[src/rtl/avg_mag_store_pkg.sv]
// Shared constants and FSM encoding for the averaged-magnitude store.
package avg_mag_store_pkg;

    localparam int NCH   = 32;
    localparam int CH_W  = 5;
    localparam int DMS_W = 12;
    localparam int DML_W = 14;
    localparam int FI_W  = 3;

    typedef enum logic [1:0] {
        ST_IDLE  = 2'd0,
        ST_FETCH = 2'd1,
        ST_CALC  = 2'd2,
        ST_WRITE = 2'd3
    } state_t;

endpackage

[src/rtl/avg_mag_store_if.sv]
// Update handshake and read port of the averaged-magnitude store.
interface avg_mag_store_if;
    import avg_mag_store_pkg::*;

    logic             upd_valid;
    logic             upd_ready;
    logic [CH_W-1:0]  upd_ch;
    logic [FI_W-1:0]  upd_fi;
    logic             upd_done;
    logic [CH_W-1:0]  rd_ch;
    logic [DMS_W-1:0] rd_dms;
    logic [DML_W-1:0] rd_dml;

    modport master (
        output upd_valid, upd_ch, upd_fi, rd_ch,
        input  upd_ready, upd_done, rd_dms, rd_dml
    );

    modport slave (
        input  upd_valid, upd_ch, upd_fi, rd_ch,
        output upd_ready, upd_done, rd_dms, rd_dml
    );

endinterface

[src/rtl/avg_filt.sv]
// Combinational short/long-term average update: each average moves toward
// the scaled F(I) value by a fixed fraction of the difference, with the
// difference treated as two's complement (top bit = sign) and all sums
// wrapping at the register width.
module avg_filt
    import avg_mag_store_pkg::*;
(
    input  logic [FI_W-1:0]  fi,
    input  logic [DMS_W-1:0] dms,
    input  logic [DML_W-1:0] dml,
    output logic [DMS_W-1:0] dmsp,
    output logic [DML_W-1:0] dmlp
);

    // One bit wider than the average so the wrap-around difference keeps its sign bit.
    logic [DMS_W:0] dif_s;
    logic [DML_W:0] dif_l;

    assign dif_s = {1'b0, fi, 9'd0}  - {1'b0, dms};
    assign dif_l = {1'b0, fi, 11'd0} - {1'b0, dml};

    // Arithmetic shift by 5 (short) / 7 (long): a negative difference fills the top bits with ones.
    assign dmsp = DMS_W'((dif_s >> 5) + (dif_s[DMS_W] ? 13'd3840  : 13'd0) + {1'b0, dms});
    assign dmlp = DML_W'((dif_l >> 7) + (dif_l[DML_W] ? 15'd16128 : 15'd0) + {1'b0, dml});

endmodule

[src/rtl/avg_mag_store.sv]
// Per-channel store of short-term (DMS) and long-term (DML) magnitude
// averages. One update at a time runs IDLE -> FETCH -> CALC -> WRITE;
// a registered read port returns the stored pair for any channel.
module avg_mag_store #(
    parameter int NCH = avg_mag_store_pkg::NCH
) (
    input  logic            clk,
    input  logic            reset,
    avg_mag_store_if.slave  bus
);
    import avg_mag_store_pkg::*;

    state_t           state;
    logic             done_r;
    logic [CH_W-1:0]  ch_lat;
    logic [FI_W-1:0]  fi_lat;
    logic [DMS_W-1:0] dms_p0;
    logic [DML_W-1:0] dml_p0;
    logic [DMS_W-1:0] dmsp_c;
    logic [DML_W-1:0] dmlp_c;
    logic [DMS_W-1:0] dmsp_p1;
    logic [DML_W-1:0] dmlp_p1;
    logic [DMS_W-1:0] rd_dms_r;
    logic [DML_W-1:0] rd_dml_r;
    logic [DMS_W-1:0] dms_mem [NCH];
    logic [DML_W-1:0] dml_mem [NCH];
    logic             accept;
    logic             ch_ok;
    logic             rd_ok;

    // Channels beyond the array still run the full sequence but never touch storage.
    assign accept        = (state == ST_IDLE) && bus.upd_valid;
    assign ch_ok         = int'(ch_lat) < NCH;
    assign rd_ok         = int'(bus.rd_ch) < NCH;
    assign bus.upd_ready = (state == ST_IDLE);
    assign bus.upd_done  = done_r;
    assign bus.rd_dms    = rd_dms_r;
    assign bus.rd_dml    = rd_dml_r;

    avg_filt u_filt (
        .fi   (fi_lat),
        .dms  (dms_p0),
        .dml  (dml_p0),
        .dmsp (dmsp_c),
        .dmlp (dmlp_c)
    );

    // Sequencer: upd_done is high for the whole WRITE cycle, so a reset during FETCH/CALC leaves it low.
    always_ff @(posedge clk or posedge reset) begin
        if (reset) begin
            state  <= ST_IDLE;
            done_r <= 1'b0;
        end else begin
            case (state)
                ST_IDLE: begin
                    done_r <= 1'b0;
                    if (bus.upd_valid) state <= ST_FETCH;
                end
                ST_FETCH: state <= ST_CALC;
                ST_CALC: begin
                    state  <= ST_WRITE;
                    done_r <= 1'b1;
                end
                ST_WRITE: begin
                    state  <= ST_IDLE;
                    done_r <= 1'b0;
                end
                default: begin
                    state  <= ST_IDLE;
                    done_r <= 1'b0;
                end
            endcase
        end
    end

    // Request latch, fetch (p0) and filter result (p1) stages; data only, no reset needed.
    always_ff @(posedge clk) begin
        if (accept) begin
            ch_lat <= bus.upd_ch;
            fi_lat <= bus.upd_fi;
        end
        // stage p0: stored averages of the latched channel
        if (state == ST_FETCH) begin
            dms_p0 <= ch_ok ? dms_mem[ch_lat] : '0;
            dml_p0 <= ch_ok ? dml_mem[ch_lat] : '0;
        end
        // stage p1: updated averages
        if (state == ST_CALC) begin
            dmsp_p1 <= dmsp_c;
            dmlp_p1 <= dmlp_c;
        end
    end

    // Average storage: cleared by reset, written at the end of WRITE.
    always_ff @(posedge clk or posedge reset) begin
        if (reset) begin
            for (int i = 0; i < NCH; i++) begin
                dms_mem[i] <= '0;
                dml_mem[i] <= '0;
            end
        end else if (state == ST_WRITE && ch_ok) begin
            dms_mem[ch_lat] <= dmsp_p1;
            dml_mem[ch_lat] <= dmlp_p1;
        end
    end

    // Registered read port: samples the array before any same-edge write lands.
    always_ff @(posedge clk or posedge reset) begin
        if (reset) begin
            rd_dms_r <= '0;
            rd_dml_r <= '0;
        end else begin
            rd_dms_r <= rd_ok ? dms_mem[bus.rd_ch] : '0;
            rd_dml_r <= rd_ok ? dml_mem[bus.rd_ch] : '0;
        end
    end

endmodule

[src/flat_wrapper.sv]
// flat-port wrapper written by rule: the top's interface ports become plain ports
module avg_mag_store_flat import avg_mag_store_pkg::*;
#(
    parameter int NCH = avg_mag_store_pkg::NCH
)
  (clk, reset, bus_upd_valid, bus_upd_ch, bus_upd_fi, bus_rd_ch, bus_upd_ready, bus_upd_done, bus_rd_dms, bus_rd_dml);
  avg_mag_store_if bus_i ();
  input  logic clk;
  input  logic reset;
  input wire logic [$bits(bus_i.upd_valid)-1:0] bus_upd_valid;
  input wire logic [$bits(bus_i.upd_ch)-1:0] bus_upd_ch;
  input wire logic [$bits(bus_i.upd_fi)-1:0] bus_upd_fi;
  input wire logic [$bits(bus_i.rd_ch)-1:0] bus_rd_ch;
  output wire logic [$bits(bus_i.upd_ready)-1:0] bus_upd_ready;
  output wire logic [$bits(bus_i.upd_done)-1:0] bus_upd_done;
  output wire logic [$bits(bus_i.rd_dms)-1:0] bus_rd_dms;
  output wire logic [$bits(bus_i.rd_dml)-1:0] bus_rd_dml;
  assign bus_i.upd_valid = bus_upd_valid;
  assign bus_i.upd_ch = bus_upd_ch;
  assign bus_i.upd_fi = bus_upd_fi;
  assign bus_i.rd_ch = bus_rd_ch;
  assign bus_upd_ready = bus_i.upd_ready;
  assign bus_upd_done = bus_i.upd_done;
  assign bus_rd_dms = bus_i.rd_dms;
  assign bus_rd_dml = bus_i.rd_dml;
  avg_mag_store #(.NCH(NCH)) u_core (.clk(clk), .reset(reset), .bus(bus_i));
endmodule
[config.mk]
export PLATFORM = sky130hd
export DESIGN_NAME = avg_mag_store_flat
export DESIGN_NICKNAME = d
export VERILOG_FILES = /design/src/rtl/avg_mag_store_pkg.sv /design/src/rtl/avg_mag_store_if.sv /design/src/rtl/avg_filt.sv /design/src/rtl/avg_mag_store.sv /design/src/flat_wrapper.sv
export SDC_FILE = /design/constraint.sdc
export NUM_CORES = 2
export LEC_CHECK = 0
export CAP_MARGIN = 30
export CORE_MARGIN = 2
export CORE_UTILIZATION = 45
export CTS_CLUSTER_SIZE = 8
export DETAILED_ROUTE_END_ITERATION = 16
export PLACE_DENSITY = 0.63
export SYNTH_ARGS = -nofsm -noshare
export SYNTH_HDL_FRONTEND = slang
export SYNTH_SLANG_ARGS = --single-unit
[constraint.sdc]
create_clock -name clk -period 40.6 [get_ports clk]
set_input_delay 12.18 -clock clk [delete_from_list [all_inputs] [get_ports clk]]
set_output_delay 12.18 -clock clk [all_outputs]
set_load 0.02 [all_outputs]
==> metrics.md <==
| Metric | Value |
|---|---|
| Hold buffers post-CTS | `0` |
| Count of input and output buffers | `43` |
| CTS H-tree depth | `4` |
| Setup violation total in the final timing report | `0` |
| Synthesized netlist cell count | `2,921` |
| Leakage power | `23.0 nW` |
| Dominant delay contributor by cell family on the critical path | `buffers and inverters` |
| Ratio of cells with drive above 1 in the final layout | `53.5%` |
| Number of buffer and inverter stages on the critical path | `7` |
| TritonCTS buffer count | `133` |
| Row count | `119` |
| Max cap viols | `0` |
| Worst-skew pair later-pin latency | `0.73 ns` |
| Worst slew margin | `27.5%` |
| Final clock period utilization by the worst path | `38.5%` |
| Last weighted congestion value of the routability-driven placer | `0.824` |
| Worst-margin pin slew | `1.09 ns` |
| FMAX | `0.0640 GHz` |
| Final hold slack | `0.517 ns` |
| Layout overhead on the synthesized area | `11.7%` |
| Mean post-synth cell area | `16.3 um^2` |
| Count of instances resized after the clock tree is built | `0` |
| Detailed placement HPWL | `79.3 mm` |
| Critical path class | `input pin to asynchronous set/reset pin` |
| Outcome | `completed` |
| Initial antenna violation count | `2` |
| Pin count of the biggest net entering global routing | `188` |
| Hold Path Class | `flip-flop to flip-flop` |
| Clock tree root buffer cell | `sky130_fd_sc_hd__clkbuf_16` |
| Final critical path time including I/O delays and setup | `15.64 ns` |
| CTS tree | `yes` |
| Top-Level Pins | `44` |
| Synthesized Nets | `2,973` |
| Required time of the critical path | `41.47 ns` |
| First-pass DRT Iterations | `5` |
| Total global routing overflow | `0` |
| Startpoint Class | `input pin` |
| Die ar. | `0.108 mm^2` |
| Most numerous cell on the critical path | `sky130_fd_sc_hd__buf_4` |
| Via density per instance | `6.66` |
| Drt initial violations | `2,617` |
| Clock Pin Slew Worst Setup and Hold Paths | `0.05 ns` |
| Delay contributed by the slowest stage of the critical path | `0.85 ns` |
| First-pass GRT wire length | `212 mm` |
| Count of warnings emitted by yosys | `0` |
| Net count reported at finish | `2,947` |
| Fraction of the yosys area taken by sequential cells | `49.1%` |
| Chip width | `329 um` |
| Post-CTS setup buffers | `0` |
| Maximum clock path buffer count | `3` |
| Worst slack after detailed placement | `23.51 ns` |
| Most common cell after layout, fill and taps aside | `sky130_fd_sc_hd__dfrtp_1` |
| Setup tns final | `0 ns` |
| Total track usage | `27.1%` |
| Number of global-route vias before repair | `30,800` |
| Fraction of registers with async set/reset | `93.5%` |
| Kind of end point of the critical path | `asynchronous set/reset pin` |
| Cell with the biggest individual delay on the critical path | `sky130_fd_sc_hd__buf_4` |
| Initial Util | `45.2%` |
| Power density over the cells | `67.0 mW/mm^2` |
| Total number of vias | `28,900` |
| Flops & latches, synth | `921` |
| Syn Std Cell Area | `0.0476 mm^2` |
| Wirelength, routed | `144 mm` |
| Antenna viol nets, final | `0` |
| Worst VDD drop | `0.0748 mV` |
| Count of distinct cell types in the synthesized netlist | `52` |
| Number of flops mapped to enable cells by yosys | `60` |
| Top library cells by usage in the layout, fill and taps aside | `sky130_fd_sc_hd__dfrtp_1 (861), sky130_fd_sc_hd__mux2_2 (829), sky130_fd_sc_hd__mux4_2 (468)` |
| Hold Violations, Final | `0` |
| Number of clock sinks seen by CTS | `921` |
| Worst path cell trace | `clkdlybuf4s50_1 -> inv_8 -> buf_12 -> buf_4 -> buf_4 -> buf_4 -> buf_16` |
| Unrepaired setup endpoints after global routing | `no` |
| Most used DFF post-synth | `sky130_fd_sc_hd__dfrtp_1` |
| Worst-path fanout max | `187` |
| Floorplan die height | `329 um` |
| Core area | `0.105 mm^2` |
| Clk_skew | `0.0306 ns` |
| Max-slew violation count | `0` |
| Endpoint arrival time on the critical path | `16.51 ns` |
| Average wire length per cell after detail routing | `33.3 um` |
| Final setup slack of the worst path | `24.96 ns` |
| Final routed DRC violation total | `0` |
-- Yosys cell counts, types with 4 or more instances --
| cell | n | area share (%) |
|---|---|---|
| sky130_fd_sc_hd__dfrtp_1 | 861 | 45 |
| sky130_fd_sc_hd__mux2_2 | 829 | 20 |
| sky130_fd_sc_hd__mux4_2 | 468 | 22 |
| sky130_fd_sc_hd__clkbuf_1 | 157 | 1.2 |
| sky130_fd_sc_hd__a22oi_1 | 104 | 1.6 |
| sky130_fd_sc_hd__buf_2 | 87 | 0.92 |
| sky130_fd_sc_hd__edfxtp_1 | 60 | 3.8 |
| sky130_fd_sc_hd__nor2_1 | 42 | 0.33 |
| sky130_fd_sc_hd__ha_1 | 34 | 0.89 |
| sky130_fd_sc_hd__mux2_1 | 30 | 0.71 |
| sky130_fd_sc_hd__nand4_1 | 26 | 0.34 |
| sky130_fd_sc_hd__xnor2_1 | 25 | 0.46 |
| sky130_fd_sc_hd__buf_1 | 22 | 0.17 |
| sky130_fd_sc_hd__inv_1 | 21 | 0.17 |
| sky130_fd_sc_hd__a21oi_1 | 18 | 0.19 |
| sky130_fd_sc_hd__nand2_1 | 18 | 0.14 |
| sky130_fd_sc_hd__buf_6 | 11 | 0.26 |
| sky130_fd_sc_hd__nor3_1 | 10 | 0.11 |
| sky130_fd_sc_hd__o21ai_0 | 10 | 0.11 |
| sky130_fd_sc_hd__xor2_1 | 9 | 0.17 |
| sky130_fd_sc_hd__nand3_1 | 7 | 0.074 |
| sky130_fd_sc_hd__a21o_1 | 6 | 0.095 |
| sky130_fd_sc_hd__o21bai_1 | 6 | 0.095 |
| sky130_fd_sc_hd__nor4_1 | 5 | 0.066 |
| sky130_fd_sc_hd__nand3b_1 | 4 | 0.063 |
| sky130_fd_sc_hd__nor2b_1 | 4 | 0.053 |
-- worst reg2reg max path, cell delays in order, from the launching register on --
cell	delay, ns
sky130_fd_sc_hd__edfxtp_1	0.32
sky130_fd_sc_hd__buf_4	0.52
sky130_fd_sc_hd__buf_4	0.77
sky130_fd_sc_hd__buf_4	0.75
sky130_fd_sc_hd__buf_4	0.86
sky130_fd_sc_hd__mux4_2	0.46
sky130_fd_sc_hd__a22oi_1	0.22
sky130_fd_sc_hd__nand4_1	0.26
-- layer usage --
metal	GRT usage [%]	routed length [um]	part of all wire, %
met3	5.61	9810	6.8
met2	43.8	70500	49
met1	35.8	58300	40
met4	11.4	5540	3.8
met5	0	27	0.019
-- kinds of logic (layout without fill, tap and decap cells) --
| kind of cell | count (synthesis) | after routing | share of synthesized area (%) |
|---|---|---|---|
| fa+ha+maj | 36 | 36 | 0.979 |
| xor+xnor | 34 | 34 | 0.626 |
| buf+inv | 301 | 319 | 2.80 |
| flops | 921 | 921 | 49.1 |
| simple gates | 137 | 137 | 1.51 |
| compound gates | 163 | 163 | 2.44 |
| mux | 1329 | 1329 | 42.5 |
| other cells | 0 | 2 | 0 |
-- report_power, final --
group,switching (mW),internal [mW]
Sequential,0.319,1.24
Clock,0.405,0.597
Combinational,0.418,0.578
Total,1.14,2.42
-- path summary, 6_finish.rpt --
path | startpoint | to | slack, ns | cells past startpoint
worst max-delay path | reset | u_core.dml_mem[239] | 24.96 | 7
worst min-delay path | u_core.dml_mem[212] | u_core.dml_mem[212] | 0.52 | 1
worst max register to register | u_core.ch_lat[1] | u_core.dms_p0[0] | 36.13 | 7
worst min register to register | u_core.dml_mem[212] | u_core.dml_mem[212] | 0.52 | 1
max in group clk | bus_rd_ch[0] | u_core.bus.rd_dml[2] | 25.90 | 5
min in group asynchronous | reset | u_core.dms_mem[145] | 11.98 | 2
-- registers in the layout, indices dropped and copies added, names as in the netlist --
name                 flops
u_core.bus.rd_dml       14
u_core.ch_lat            5
u_core.dmlp_p1          14
u_core.fi_lat            3
u_core.dms_mem         384
u_core.dms_p0           12
u_core.dmsp_p1          12
u_core.bus.upd_done      1
u_core.bus.rd_dms       12
u_core.state             2
u_core.dml_p0           14
u_core.dml_mem         448
-- through the flow --
step                instances  area (um^2)  util, %  power (mW)
finish                   4332        53100     50.5        3.56
global route             4330        53100     50.5        3.73
CTS                      4324        53000     50.4        3.56
detailed placement       4145        49300     46.9        2.55
floorplan                2921        47600        -        2.24
global placement         4142        49200     46.9        2.48
-- layout make-up --
class / instances / area, um^2
multi-input combinational: 1699 / 23100
clock buffer: 167 / 3500
timing repair buffer: 119 / 1200
tap: 1391 / 1740
clock inverter: 12 / 135
antenna: 2 / 5.00
fill: 8557 / 52000
inverter: 21 / 86.3
sequential: 921 / 23300
(Power assumes the default switching activity.)
